<file path="src/rtl/ctrl_pkg.sv">
// Shared encodings for the superscalar control decoder: opcodes, R-type functs,
// ALU op codes, halt-FSM states and the per-slot control record.
package ctrl_pkg;

    localparam logic [5:0] OP_R   = 6'b000000;
    localparam logic [5:0] OP_LW  = 6'b100011;
    localparam logic [5:0] OP_SW  = 6'b101011;
    localparam logic [5:0] OP_BEQ = 6'b000100;
    localparam logic [5:0] OP_JMP = 6'b000010;
    localparam logic [5:0] OP_HLT = 6'b111111;

    localparam logic [5:0] FN_ADD = 6'b100000;
    localparam logic [5:0] FN_SUB = 6'b100010;
    localparam logic [5:0] FN_AND = 6'b100100;
    localparam logic [5:0] FN_OR  = 6'b100101;
    localparam logic [5:0] FN_MUL = 6'b100001;
    localparam logic [5:0] FN_SLT = 6'b101010;

    localparam logic [2:0] ALU_ADD = 3'b000;
    localparam logic [2:0] ALU_SUB = 3'b001;
    localparam logic [2:0] ALU_AND = 3'b010;
    localparam logic [2:0] ALU_OR  = 3'b011;
    localparam logic [2:0] ALU_MUL = 3'b100;
    localparam logic [2:0] ALU_SLT = 3'b101;

    localparam logic [0:0] ST_RUN    = 1'b0;
    localparam logic [0:0] ST_HALTED = 1'b1;

    typedef struct packed {
        logic       sw;
        logic       lw;
        logic       r;
        logic       branch;
        logic       jmp;
        logic       hlt;
        logic       illegal;
        logic [2:0] func;
    } slot_ctl_t;

endpackage

</file>
<file path="src/rtl/ctrl_slot_decode.sv">
// Combinational decode of one instruction slot into control flags and ALU op.
// An invalid slot produces an all-zero record, including illegal.
module ctrl_slot_decode
    import ctrl_pkg::*;
(
    input  logic       valid,
    input  logic [5:0] opcode,
    input  logic [5:0] funct,
    output slot_ctl_t  ctl
);

    always_comb begin
        ctl = '0;
        if (valid) begin
            case (opcode)
                OP_R: begin
                    ctl.r = 1'b1;
                    case (funct)
                        FN_ADD:  ctl.func = ALU_ADD;
                        FN_SUB:  ctl.func = ALU_SUB;
                        FN_AND:  ctl.func = ALU_AND;
                        FN_OR:   ctl.func = ALU_OR;
                        FN_MUL:  ctl.func = ALU_MUL;
                        FN_SLT:  ctl.func = ALU_SLT;
                        default: begin
                            ctl.r       = 1'b0;
                            ctl.illegal = 1'b1;
                        end
                    endcase
                end
                OP_LW:   ctl.lw      = 1'b1;
                OP_SW:   ctl.sw      = 1'b1;
                OP_BEQ:  ctl.branch  = 1'b1;
                OP_JMP:  ctl.jmp     = 1'b1;
                OP_HLT:  ctl.hlt     = 1'b1;
                default: ctl.illegal = 1'b1;
            endcase
        end
    end

endmodule

</file>
<file path="src/rtl/superscalar_ctrl_decode.sv">
// ISSUE_W-wide registered control decoder: per-slot decode, younger-slot kill
// behind control transfers, halt FSM, sticky error flag and decoded-slot counter.
module superscalar_ctrl_decode
    import ctrl_pkg::*;
#(
    parameter int ISSUE_W = 2,
    parameter int INSTR_W = 32,
    parameter int CNT_W   = 32
) (
    input  logic                       clk,
    input  logic                       rst_n,
    input  logic                       flush,
    input  logic                       in_valid,
    output logic                       in_ready,
    input  logic [ISSUE_W-1:0]         in_slot_valid,
    input  logic [ISSUE_W*INSTR_W-1:0] in_instr,
    output logic                       out_valid,
    input  logic                       out_ready,
    output logic [ISSUE_W-1:0]         out_slot_valid,
    output logic [ISSUE_W*INSTR_W-1:0] out_instr,
    output logic [ISSUE_W-1:0]         out_sw,
    output logic [ISSUE_W-1:0]         out_lw,
    output logic [ISSUE_W-1:0]         out_r,
    output logic [ISSUE_W-1:0]         out_branch,
    output logic [ISSUE_W-1:0]         out_jmp,
    output logic [ISSUE_W-1:0]         out_hlt,
    output logic [3*ISSUE_W-1:0]       out_func,
    output logic [ISSUE_W-1:0]         out_illegal,
    output logic                       halted,
    output logic                       err_sticky,
    output logic [CNT_W-1:0]           dec_count
);

    function automatic logic [CNT_W-1:0] popcount(input logic [ISSUE_W-1:0] v);
        logic [CNT_W-1:0] cnt;
        cnt = '0;
        for (int i = 0; i < ISSUE_W; i++) cnt = cnt + CNT_W'(v[i]);
        return cnt;
    endfunction

    slot_ctl_t raw [ISSUE_W];

    for (genvar g = 0; g < ISSUE_W; g++) begin : g_slot
        ctrl_slot_decode u_dec (
            .valid  (in_slot_valid[g]),
            .opcode (in_instr[g*INSTR_W + INSTR_W - 6 +: 6]),
            .funct  (in_instr[g*INSTR_W +: 6]),
            .ctl    (raw[g])
        );
    end

    logic [ISSUE_W-1:0]   nxt_slot_valid, nxt_sw, nxt_lw, nxt_r, nxt_branch;
    logic [ISSUE_W-1:0]   nxt_jmp, nxt_hlt, nxt_illegal;
    logic [3*ISSUE_W-1:0] nxt_func;
    logic                 kill;

    // Everything younger than the oldest control-transfer/illegal slot is squashed.
    always_comb begin
        kill           = 1'b0;
        nxt_slot_valid = '0;
        nxt_sw         = '0;
        nxt_lw         = '0;
        nxt_r          = '0;
        nxt_branch     = '0;
        nxt_jmp        = '0;
        nxt_hlt        = '0;
        nxt_illegal    = '0;
        nxt_func       = '0;
        for (int i = 0; i < ISSUE_W; i++) begin
            if (!kill) begin
                nxt_slot_valid[i]   = in_slot_valid[i];
                nxt_sw[i]           = raw[i].sw;
                nxt_lw[i]           = raw[i].lw;
                nxt_r[i]            = raw[i].r;
                nxt_branch[i]       = raw[i].branch;
                nxt_jmp[i]          = raw[i].jmp;
                nxt_hlt[i]          = raw[i].hlt;
                nxt_illegal[i]      = raw[i].illegal;
                nxt_func[3*i +: 3]  = raw[i].func;
            end
            kill = kill | raw[i].branch | raw[i].jmp | raw[i].hlt | raw[i].illegal;
        end
    end

    logic [0:0] state;
    logic       accept;
    logic       out_xfer;

    assign halted   = (state == ST_HALTED);
    assign in_ready = (state == ST_RUN) && !flush && (!out_valid || out_ready);
    assign accept   = in_valid && in_ready;
    assign out_xfer = out_valid && out_ready;

    always_ff @(posedge clk or negedge rst_n) begin
        if (!rst_n) begin
            state          <= ST_RUN;
            out_valid      <= 1'b0;
            out_slot_valid <= '0;
            out_instr      <= '0;
            out_sw         <= '0;
            out_lw         <= '0;
            out_r          <= '0;
            out_branch     <= '0;
            out_jmp        <= '0;
            out_hlt        <= '0;
            out_func       <= '0;
            out_illegal    <= '0;
            err_sticky     <= 1'b0;
            dec_count      <= '0;
        end else if (flush) begin
            out_valid <= 1'b0;
            state     <= ST_RUN;
        end else begin
            if (accept) begin
                out_valid      <= 1'b1;
                out_slot_valid <= nxt_slot_valid;
                out_instr      <= in_instr;
                out_sw         <= nxt_sw;
                out_lw         <= nxt_lw;
                out_r          <= nxt_r;
                out_branch     <= nxt_branch;
                out_jmp        <= nxt_jmp;
                out_hlt        <= nxt_hlt;
                out_func       <= nxt_func;
                out_illegal    <= nxt_illegal;
                if (|nxt_hlt)     state      <= ST_HALTED;
                if (|nxt_illegal) err_sticky <= 1'b1;
            end else if (out_ready) begin
                out_valid <= 1'b0;
            end
            if (out_xfer) dec_count <= dec_count + popcount(out_slot_valid);
        end
    end

endmodule

</file>
<file path="config.mk">
export PLATFORM = sky130hd
export DESIGN_NAME = superscalar_ctrl_decode
export DESIGN_NICKNAME = d
export VERILOG_FILES = /design/src/rtl/ctrl_pkg.sv /design/src/rtl/ctrl_slot_decode.sv /design/src/rtl/superscalar_ctrl_decode.sv
export SDC_FILE = /design/constraint.sdc
export NUM_CORES = 1
export LEC_CHECK = 0
export CAP_MARGIN = 0
export CORE_UTILIZATION = 30
export CTS_BUF_LIST = sky130_fd_sc_hd__clkbuf_8 sky130_fd_sc_hd__clkbuf_16
export DETAILED_ROUTE_END_ITERATION = 10
export GPL_TIMING_DRIVEN = 1
export PLACE_DENSITY_LB_ADDON = 0.1
export SETUP_SLACK_MARGIN = 0.5
export SLEW_MARGIN = 20
export SYNTH_ARGS = -nofsm -noshare
export SYNTH_HDL_FRONTEND = slang
export SYNTH_SLANG_ARGS = --single-unit
</file>
<file path="constraint.sdc">
create_clock -name clk -period 2.6 [get_ports clk]
set_input_delay 0.26 -clock clk [delete_from_list [all_inputs] [get_ports clk]]
set_output_delay 0.26 -clock clk [all_outputs]
set_load 0.03 [all_outputs]
</file>
==> key figures, run 1 <==
Run status
  – Status: complete, no violations

Clock network
  – Clock H-tree levels: 4
  – # Post-CTS Setup Buffers: 0
  – Num CTS Buffers: 17
  – Clock latency at the later pin of the worst-skew pair: 400 ps
  – Root Buffer: clkbuf_16
  – Clock transition at the registers of the reported paths: 50 ps
  – CTS tree: built
  – Clock Path Buffers: 2
  – Num Clock Sinks: 121

Yosys
  – Mean Syn Cell Area: 9.676 um^2
  – Syn_nets: 605
  – Cells after Synth: 532
  – Top_reg_cell synth: dfrtp_1
  – Post-synthesis cell area: 5147 um^2
  – Post-synth EDFFs: 0
  – Asr flop ratio synth: 100.0%
  – Seq cells post-synth: 121
  – Syn. warnings: 0
  – Seq/Total Area, Yosys: 58.82%
  – Unique masters post-synth: 46

Power
  – Share of power burned in combinational logic: 22.5%
  – Clk pwr share: 38.5%
  – Lkg Pwr: 3.577 nW
  – Total power: 5.663 mW
  – NetSw: 1.686 mW
  – Pwr dens: 717.1 nW/um^2
  – Net Sw Frac: 29.77%
  – Internal power: 3.977 mW
  – Max VDD drop: 0.0004402 V
  – Power share of the sequential group: 38.9%

Setup path
  – Slowest-stage cell, CP: fa_1
  – CP Class: register to register
  – WP data required: 2880 ps
  – Critical Path Max Stage Delay: 430 ps
  – CP dominant cell by count: inv_1
  – Crit path launch type: register
  – Worst Path Arrival: 2240 ps
  – Crit. End Element: register
  – Crit path max fanout: 4
  – CP cell instances: inv_1, fa_1, inv_1, ha_1, and3_1, and4_2, nand3_1, xnor2_1

Timing
  – Relative slew slack: 68.33%
  – Worst Max-Slew Pin Slew: 475.1 ps
  – Final Hold Viols: 0
  – RSZ-0062 raised after global routing: no
  – Setup TNS: 0 ps
  – Final Skew: 7.644 ps
  – Hold slack: 353.9 ps
  – Tmin final: 1962 ps
  – Final cycle utilization of the critical path: 75.47%
  – Setup ws final: 637.8 ps
  – Endpoints failing setup: 0
  – Peak Freq: 509.6 MHz
  – Fin. max-slew vios: 0

Detailed routing
  – Iter 0 DRT Violations: 215
  – Mean number of vias per cell: 4.531
  – Wire length on met2: 6790 um
  – Post-Route WL: 14,300 um
  – Top routing layer in use: met4
  – Post-route ant nets: 0
  – Met1 wire length: 6549 um
  – DR WL/cell: 14.91 um
  – First drt pass iteration count: 4
  – DRC violations left: 0
  – Vias: 4,345
  – Met3 Routed Length: 848 um

Cells and area
  – Post-route design area: 7898 um^2
  – Layout cells sized above 1: 6.766%
  – Fin nets: 801
  – Final Core Density: 47.46%
  – Fin cells: 959
  – Area Overhead vs Synth: 53.43%
  – ANT cells: 0
  – Commonest non-fill, non-tap cell in the layout: nand2_1
  – Most frequent cells in the layout: nand2_1 (227), clkdlybuf4s50_1 (190), dfrtp_1 (119)

Floorplanning
  – Die Wd: 133.0 um
  – Core Area: 16,640 um^2
  – DIE AREA: 17,690 um^2
  – Die height: 133.0 um
  – Starting Density: 30.93%
  – Rows: 47
  – Top-level I/O count: 193

Placement
  – Number of port buffers: 192
  – Dpl cells: 928
  – Hpwl dp: 10,430 um
  – RePlAce Congestion: 0.7457
  – Post-Place Setup Slack: 325.7 ps
  – Placed cell areas: 7333 um^2

Global routing
  – Initial antenna violation count: 0
  – Global-route wire length before repair: 23,600 um
  – Vias in the first global route: 4,472
  – Largest net degree at the start of global routing: 56
  – All-Layer GR Usage: 17.24%
  – Congestion Overflow GR: 0

Worst hold path
  – HP Class: input pin to async pin

Job
  – Max-cap violation count: 0
==> final timing paths <==
path	startpoint	end	slack (ps)	depth (start not counted)
min in group clk	in_instr[25]	out_instr[25]	380	3
hold / removal	rst_n	dec_count[28]	350	2
max in group asynchronous	rst_n	out_instr[43]	1590	3
hold reg to reg	out_instr[44]	out_instr[44]	470	2
setup reg to reg	out_slot_valid[0]	dec_count[28]	640	8
setup / recovery	out_slot_valid[0]	dec_count[28]	640	8
==> registers in the layout, summed over array words and instances (netlist names) <==
| signal | cells |
|---|---|
| dec_count | 32 |
| err_sticky | 1 |
| halted | 1 |
| out_branch | 2 |
| out_func | 6 |
| out_hlt | 2 |
| out_illegal | 2 |
| out_instr | 64 |
| out_jmp | 2 |
| out_lw | 2 |
| out_r | 2 |
| out_slot_valid | 2 |
| out_sw | 2 |
| out_valid | 1 |
==> area by class of cell <==
cell class | instances | area (um^2)
repair buffers | 202 | 2012
fillers | 1572 | 8745
flip-flops and latches | 121 | 3030
multi-input cells | 379 | 2007
inverters | 7 | 26.28
clock buffers | 20 | 466.7
well taps | 220 | 275.3
clock inverters | 10 | 80.08
==> kinds of logic (layout without fill, tap and decap cells) <==
kind of cell	Yosys count	in the layout	synth area share, %
compound gates	38	38	5.202
simple gates	304	304	26.59
buf+inv	32	239	2.723
xor+xnor	33	33	5.615
flops	121	121	58.82
fa+ha+maj	2	2	0.6320
mux	2	2	0.4132
==> power groups by stage <==
stage	combinational, mW	clock (mW)	sequential, mW
detailed placement	1.29	0	2.23
floorplan	0.255	0	2.60
global placement	1.28	0	2.23
CTS	1.30	2.25	2.20
global route	1.37	2.35	2.23
finish	1.28	2.18	2.20
==> routing by layer <==
metal | track usage, % | up-vias
li1 | - | 2143
met1 | 21.76 | 2087
met2 | 27.95 | 109
met3 | 5.939 | 6
met4 | 4.725 | 0
met5 | 0 | -
==> cell usage after synthesis, drive strengths merged (3+ instances only) <==
master  number  area [um^2]
nor3         5        25.02
nand4       10        68.81
nor3b        5        42.54
a21oi        4        20.02
a32o         6        60.06
buf         12        65.06
inv          7        26.28
o21ai       13        65.06
dfrtp      121         3028
nand3b       3        22.52
xnor2       29        254.0
a21o         3        22.52
nor2         9        33.78
nand4b       3        26.28
nand2      227        852.1
and3         4        25.02
o31ai        3        22.52
nand3       16        80.08
clkbuf      13        48.80
xor2         4        35.03
and4        10        87.58
==> critical path: cells and delay by family, from the launching register on <==
kind | cells | cell delay [ps]
xor gates and xnor gates | 1 | 150
and+or+nand+nor | 3 | 620
adders and majority gates | 2 | 580
buffers and inverters | 2 | 150
DFF | 1 | 340
==> what timing repair did <==
| item | 4_1_cts | 5_1_grt |
|---|---|---|
| hold endpoints to repair | 47 | 0 |
| pin swaps | 0 | 0 |
| hold buffers | 1 | 0 |
| setup endpoints to repair | 1 | 12 |
| resized for setup | 1 | 3 |
Note: power is estimated with default switching activity, not from simulation.
==> run 2: changes to the inputs <==
==> constraint.sdc (replaced) <==
create_clock -name clk -period 1.9 [get_ports clk]
set_input_delay 0.19 -clock clk [delete_from_list [all_inputs] [get_ports clk]]
set_output_delay 0.19 -clock clk [all_outputs]
set_load 0.03 [all_outputs]
==> run 2 against run 1 <==
Worst setup slack worse by 550 ps; die area stayed put; critical endpoint is now dec_count[26]; critical path depth unchanged; clock power is 49% higher; register-to-register slack worse by 550 ps; clock-buffer cell count fell by 2; clock skew down 2.0 ps; global-route usage rose by 0.90 points; first-iteration DRC count down 8.4%; final area rose by 16%.
==> key figures, run 2 (synthesis gave the netlist of run 1 again) <==
Timing
  – Peak Freq: 551.1 MHz
  – Worst Max-Slew Pin Slew: 421.9 ps
  – Relative slew slack: 71.87%
  – Fin. max-slew vios: 0
  – Final cycle utilization of the critical path: 95.50%
  – RSZ-0062 raised after global routing: yes
  – Tmin final: 1815 ps
  – Final Hold Viols: 0
  – Final Skew: 5.646 ps
  – Endpoints failing setup: 0
  – Setup ws final: 85.46 ps

Clock network
  – Clock Path Buffers: 2
  – Clock transition at the registers of the reported paths: 60 ps
  – Num Clock Sinks: 121
  – Clock latency at the later pin of the worst-skew pair: 410 ps
  – Clock H-tree levels: 4
  – Num CTS Buffers: 17
  – Root Buffer: clkbuf_16
  – CTS tree: built

Power
  – Lkg Pwr: 4.538 nW
  – Pwr dens: 899.0 nW/um^2
  – Max VDD drop: 0.0006305 V
  – Total power: 8.234 mW

Setup path
  – Worst r2r src: dec_count[0]
  – WP buf/inv: 2
  – CP Class: register to register
  – Crit path launch type: register
  – CP cell instances: inv_2, fa_2, inv_2, ha_4, and3_4, and4_4, nand4_1, xnor2_1
  – Slowest-stage cell, CP: fa_2
  – WP data required: 2190 ps
  – CP dominant cell by count: inv_2
  – Top cell family by delay on the critical path: simple AND/OR/NAND/NOR gates
  – Crit. End Element: register
  – Crit path max fanout: 4
  – Critical Path Max Stage Delay: 370 ps
  – Critical Path Source: dec_count[0]
  – Worst Path Arrival: 2110 ps

Floorplanning
  – Die height: 133.0 um
  – Die Wd: 133.0 um
  – Starting Density: 30.93%
  – Top-level I/O count: 193
  – Rows: 47
  – DIE AREA: 17,690 um^2
  – Core Area: 16,640 um^2

Detailed routing
  – Iter 0 DRT Violations: 197
  – Mean number of vias per cell: 4.669
  – Post-Route WL: 16,710 um
  – Post-route ant nets: 0
  – DRC violations left: 0
  – DR WL/cell: 16.20 um
  – First drt pass iteration count: 4
  – Vias: 4,818

Run status
  – Status: complete, no violations

Placement
  – Dpl cells: 962
  – Placed cell areas: 7720 um^2
  – RePlAce Congestion: 0.7656
  – Number of port buffers: 192
  – Hpwl dp: 10,750 um
  – Post-Place Setup Slack: -169.1 ps

Job
  – Max-cap violation count: 0

Cells and area
  – Post-route design area: 9159 um^2
  – Commonest non-fill, non-tap cell in the layout: nand2_1
  – Fin cells: 1,032
  – Max reg flops: 64
  – Biggest regs: out_instr: 64 flops, dec_count: 32 flops, out_func: 6 flops
  – Most frequent cells in the layout: nand2_1 (161), dfrtp_1 (102), clkdlybuf4s50_1 (55)
  – Area Overhead vs Synth: 77.93%
  – Layout cells sized above 1: 39.16%
  – Final Core Density: 55.03%
  – Most flops, register: out_instr
  – Fin nets: 872
  – ANT cells: 0

Global routing
  – Initial antenna violation count: 2
  – Vias in the first global route: 4,812
  – Congestion Overflow GR: 0
  – All-Layer GR Usage: 18.14%
  – Global-route wire length before repair: 25,010 um
  – Largest net degree at the start of global routing: 42

Worst hold path
  – HP Class: input pin to register
  – Critical hold path startpoint: in_instr[31]
-- run 2: cell count changes in the layout (fill, tap and decap cells not counted), moves of 12 or more --
| cell | delta |
|---|---|
| clkdlybuf4s15_2 | +12 |
| dlygate4sd2_1 | +23 |
| clkdlybuf4s15_1 | +47 |
| buf_4 | +34 |
| dfrtp_2 | +17 |
| nand2_2 | +46 |
| nand2_1 | -66 |
| clkdlybuf4s50_1 | -135 |
| nand2_4 | +20 |
| buf_6 | +21 |
| clkbuf_2 | +40 |
| dfrtp_1 | -17 |
-- run 2: path summary, 6_finish.rpt --
| kind | endpoint | slack [ps] | cells past startpoint |
|---|---|---|---|
| worst max register to register | dec_count[26] | 90 | 8 |
| max in group asynchronous | halted | 950 | 3 |
| worst min register to register | out_instr[20] | 460 | 2 |
| min in group asynchronous | dec_count[12] | 260 | 2 |
| worst max-delay path | dec_count[26] | 90 | 8 |
| worst min-delay path | out_instr[31] | 80 | 3 |
-- run 2: metrics by stage --
stage,hold slack (ps),setup TNS [ps]
after global routing,49.01,-66.78
after CTS,174.3,0
final,75.47,0
after floorplan,-105.6,-314.8
after global placement,143.5,-810.9
after detailed placement,145.4,-1375
-- run 2: worst register-to-register path, delay by kind of cell, from the launching register on --
family / cells / cell delay, ps
adder cells (fa/ha/maj): 2 / 490
XOR/XNOR: 1 / 150
flip-flops: 1 / 360
AND/OR/NAND/NOR: 3 / 570
buffers and inverters: 2 / 130
-- run 2: power breakdown --
| part | total, mW | internal, mW | switching [mW] |
|---|---|---|---|
| registers | 3.04 | 2.85 | 0.191 |
| logic | 1.94 | 0.789 | 1.16 |
| clock network | 3.25 | 2.08 | 1.18 |
-- run 2: final cells by class --
cell class | instances | area [um^2]
fill | 1493 | 7483
sequential | 121 | 3052
timing repair buffer | 273 | 2618
multi-input combinational | 379 | 2589
clock buffer | 18 | 439.2
tap | 220 | 275.3
clock inverter | 14 | 157.7
inverter | 7 | 28.78
-- run 2: per-layer routing --
layer | track usage (%) | share of wire [%]
met2 | 28.21 | 47
met5 | 0 | 0.16
met3 | 7.778 | 7.4
met1 | 22.75 | 44
met4 | 5.428 | 1.3
-- run 2: what timing repair did --
item,in CTS,in global routing
pin swaps,25,72
buffers inserted,7,18
setup endpoints to repair,207,204
gates resized for setup,226,266
hold buffers,1,0
gates cloned,0,12
hold endpoints to repair,38,0
==> run 3: changes to the inputs <==
--- a/config.mk
+++ b/config.mk
@@ -7,7 +7,7 @@
 export LEC_CHECK = 0
 export CAP_MARGIN = 0
 export CORE_UTILIZATION = 30
-export CTS_BUF_LIST = sky130_fd_sc_hd__clkbuf_8 sky130_fd_sc_hd__clkbuf_16
+export CTS_BUF_LIST = sky130_fd_sc_hd__clkbuf_8
 export DETAILED_ROUTE_END_ITERATION = 10
 export GPL_TIMING_DRIVEN = 1
 export PLACE_DENSITY_LB_ADDON = 0.1
==> run 3 against run 2 <==
Utilization fell by 1.4 points; clock power fell by 26%; sequential share of layout area rose by 0.86 points; critical path depth did not move; worst setup slack got worse by 5.2 ps; register-to-register slack barely moved; power fell by 11%; largest cell class unchanged.
==> key figures, run 3 (synthesis gave the netlist of run 1 again) <==
Timing
  – Final Skew: 8.011 ps
  – Relative slew slack: 69.82%
  – Tmin final: 1820 ps
  – Final cycle utilization of the critical path: 95.77%
  – Final Hold Viols: 0
  – Worst Max-Slew Pin Slew: 451.9 ps
  – RSZ-0062 raised after global routing: yes
  – Setup ws final: 80.28 ps
  – Peak Freq: 549.5 MHz
  – Endpoints failing setup: 0
  – Fin. max-slew vios: 0

Cells and area
  – ANT cells: 0
  – Layout cells sized above 1: 46.46%
  – Most frequent cells in the layout: nand2_1 (156), dfrtp_1 (102), clkdlybuf4s50_1 (56)
  – Biggest regs: out_instr: 64 flops, dec_count: 32 flops, out_func: 6 flops
  – Max reg flops: 64
  – Area Overhead vs Synth: 73.43%
  – Fin nets: 865
  – Commonest non-fill, non-tap cell in the layout: nand2_1
  – Fill cell count: 1,516
  – Most flops, register: out_instr

Power
  – Total power: 7.349 mW
  – Pwr dens: 823.2 nW/um^2
  – Lkg Pwr: 4.441 nW
  – Max VDD drop: 0.0005197 V

Setup path
  – Crit. End Element: register
  – Worst Path Arrival: 2140 ps
  – FF-to-FF path depth: 8
  – WP data required: 2220 ps
  – CP Class: register to register
  – Crit path max fanout: 4
  – Crit path launch type: register

Detailed routing
  – Post-Route WL: 16,550 um
  – First drt pass iteration count: 4
  – Mean number of vias per cell: 4.676
  – DR WL/cell: 16.14 um
  – Post-route ant nets: 0
  – DRC violations left: 0
  – Iter 0 DRT Violations: 170
  – Vias: 4,793

Global routing
  – Largest net degree at the start of global routing: 42
  – Congestion Overflow GR: 0
  – Global-route wire length before repair: 25,010 um
  – Vias in the first global route: 4,841
  – All-Layer GR Usage: 18.11%
  – Initial antenna violation count: 1

Worst hold path
  – HP Class: input pin to register
  – Worst Hold Depth: 3

Clock network
  – Num CTS Buffers: 17
  – Root Buffer: clkbuf_8
  – CTS tree: built
  – Clock transition at the registers of the reported paths: 80 ps
  – Num Clock Sinks: 121
  – Clock Path Buffers: 2
  – Clock H-tree levels: 4
  – Clock latency at the later pin of the worst-skew pair: 440 ps

Run status
  – Status: complete, no violations

Floorplanning
  – Die Wd: 133.0 um
  – Starting Density: 30.93%
  – Top-level I/O count: 193
  – Core Area: 16,640 um^2
  – Die height: 133.0 um
  – Rows: 47
  – DIE AREA: 17,690 um^2

Placement
  – RePlAce Congestion: 0.7656
  – Number of port buffers: 192
  – Hpwl dp: 10,750 um
  – Post-Place Setup Slack: -169.1 ps

Job
  – Max-cap violation count: 0
[run 3: cell types whose count changed in the layout (fill, tap and decap cells not counted), sizes merged]
cell / before / now
dlygate4sd2: 24 / 6
buf: 82 / 92
clkbuf: 65 / 73
clkdlybuf4s15: 59 / 51
clkdlybuf4s18: 1 / 0
clkdlybuf4s50: 55 / 56
dlymetal6s2s: 4 / 5
[run 3: stage by stage]
stage	setup TNS, ps	hold WS (ps)	std cells	area [um^2]	util (%)
floorplan	-314.8	-105.6	532	5316	-
global placement	-810.9	143.5	962	7720	46.39
detailed placement	-1375	145.4	962	7720	46.39
CTS	0	185.7	1000	8320	50.00
global route	-51.33	44.92	1025	8927	53.64
finish	0	70.76	1025	8927	53.64
[run 3: worst max-delay path: stages (launching register included)]
cell and delay (ps):
dfrtp_2 360, inv_2 50, fa_2 370, inv_2 80, ha_4 120, and3_4 200
and4_4 250, nand4_1 120, xnor2_1 150
[run 3: path summary, 6_finish.rpt]
| kind | start | end | slack, ps |
|---|---|---|---|
| setup / recovery | dec_count[0] | dec_count[26] | 80 |
| hold / removal | in_instr[29] | out_instr[29] | 70 |
| setup reg to reg | dec_count[0] | dec_count[26] | 80 |
| hold reg to reg | out_instr[39] | out_instr[39] | 480 |
| max in group asynchronous | rst_n | halted | 970 |
| min in group asynchronous | rst_n | dec_count[12] | 230 |
[run 3: what timing repair did]
action / 4_1_cts / 5_1_grt
endpoints found under the hold margin: 38 / 0
hold buffers: 1 / 0
cloned: 0 / 10
pin swaps: 24 / 78
endpoints found under the setup margin: 206 / 152
buffers inserted: 5 / 15
gates resized for setup: 365 / 252
[run 3: metal layers]
layer | share of wire (%) | vias up | GRT usage (%)
li1 | - | 2292 | -
met1 | 44 | 2339 | 22.60
met2 | 48 | 139 | 28.30
met3 | 7.0 | 21 | 7.088
met4 | 1.5 | 2 | 6.577
met5 | 0.073 | - | 0
[run 3: area by class of cell]
type | instances | area (um^2) | share of cell area (%)
clock buffer | 18 | 247.7 | 2.775
clock inverter | 14 | 157.7 | 1.766
inverter | 7 | 28.78 | 0.3224
multi-input combinational | 379 | 2649 | 29.67
sequential | 121 | 3052 | 34.18
tap | 220 | 275.3 | 3.083
timing repair buffer | 266 | 2517 | 28.20
[run 3: report_power, final]
group | switching, mW | internal (mW)
clock network | 1.07 | 1.31
registers | 0.209 | 2.84
logic | 1.14 | 0.770
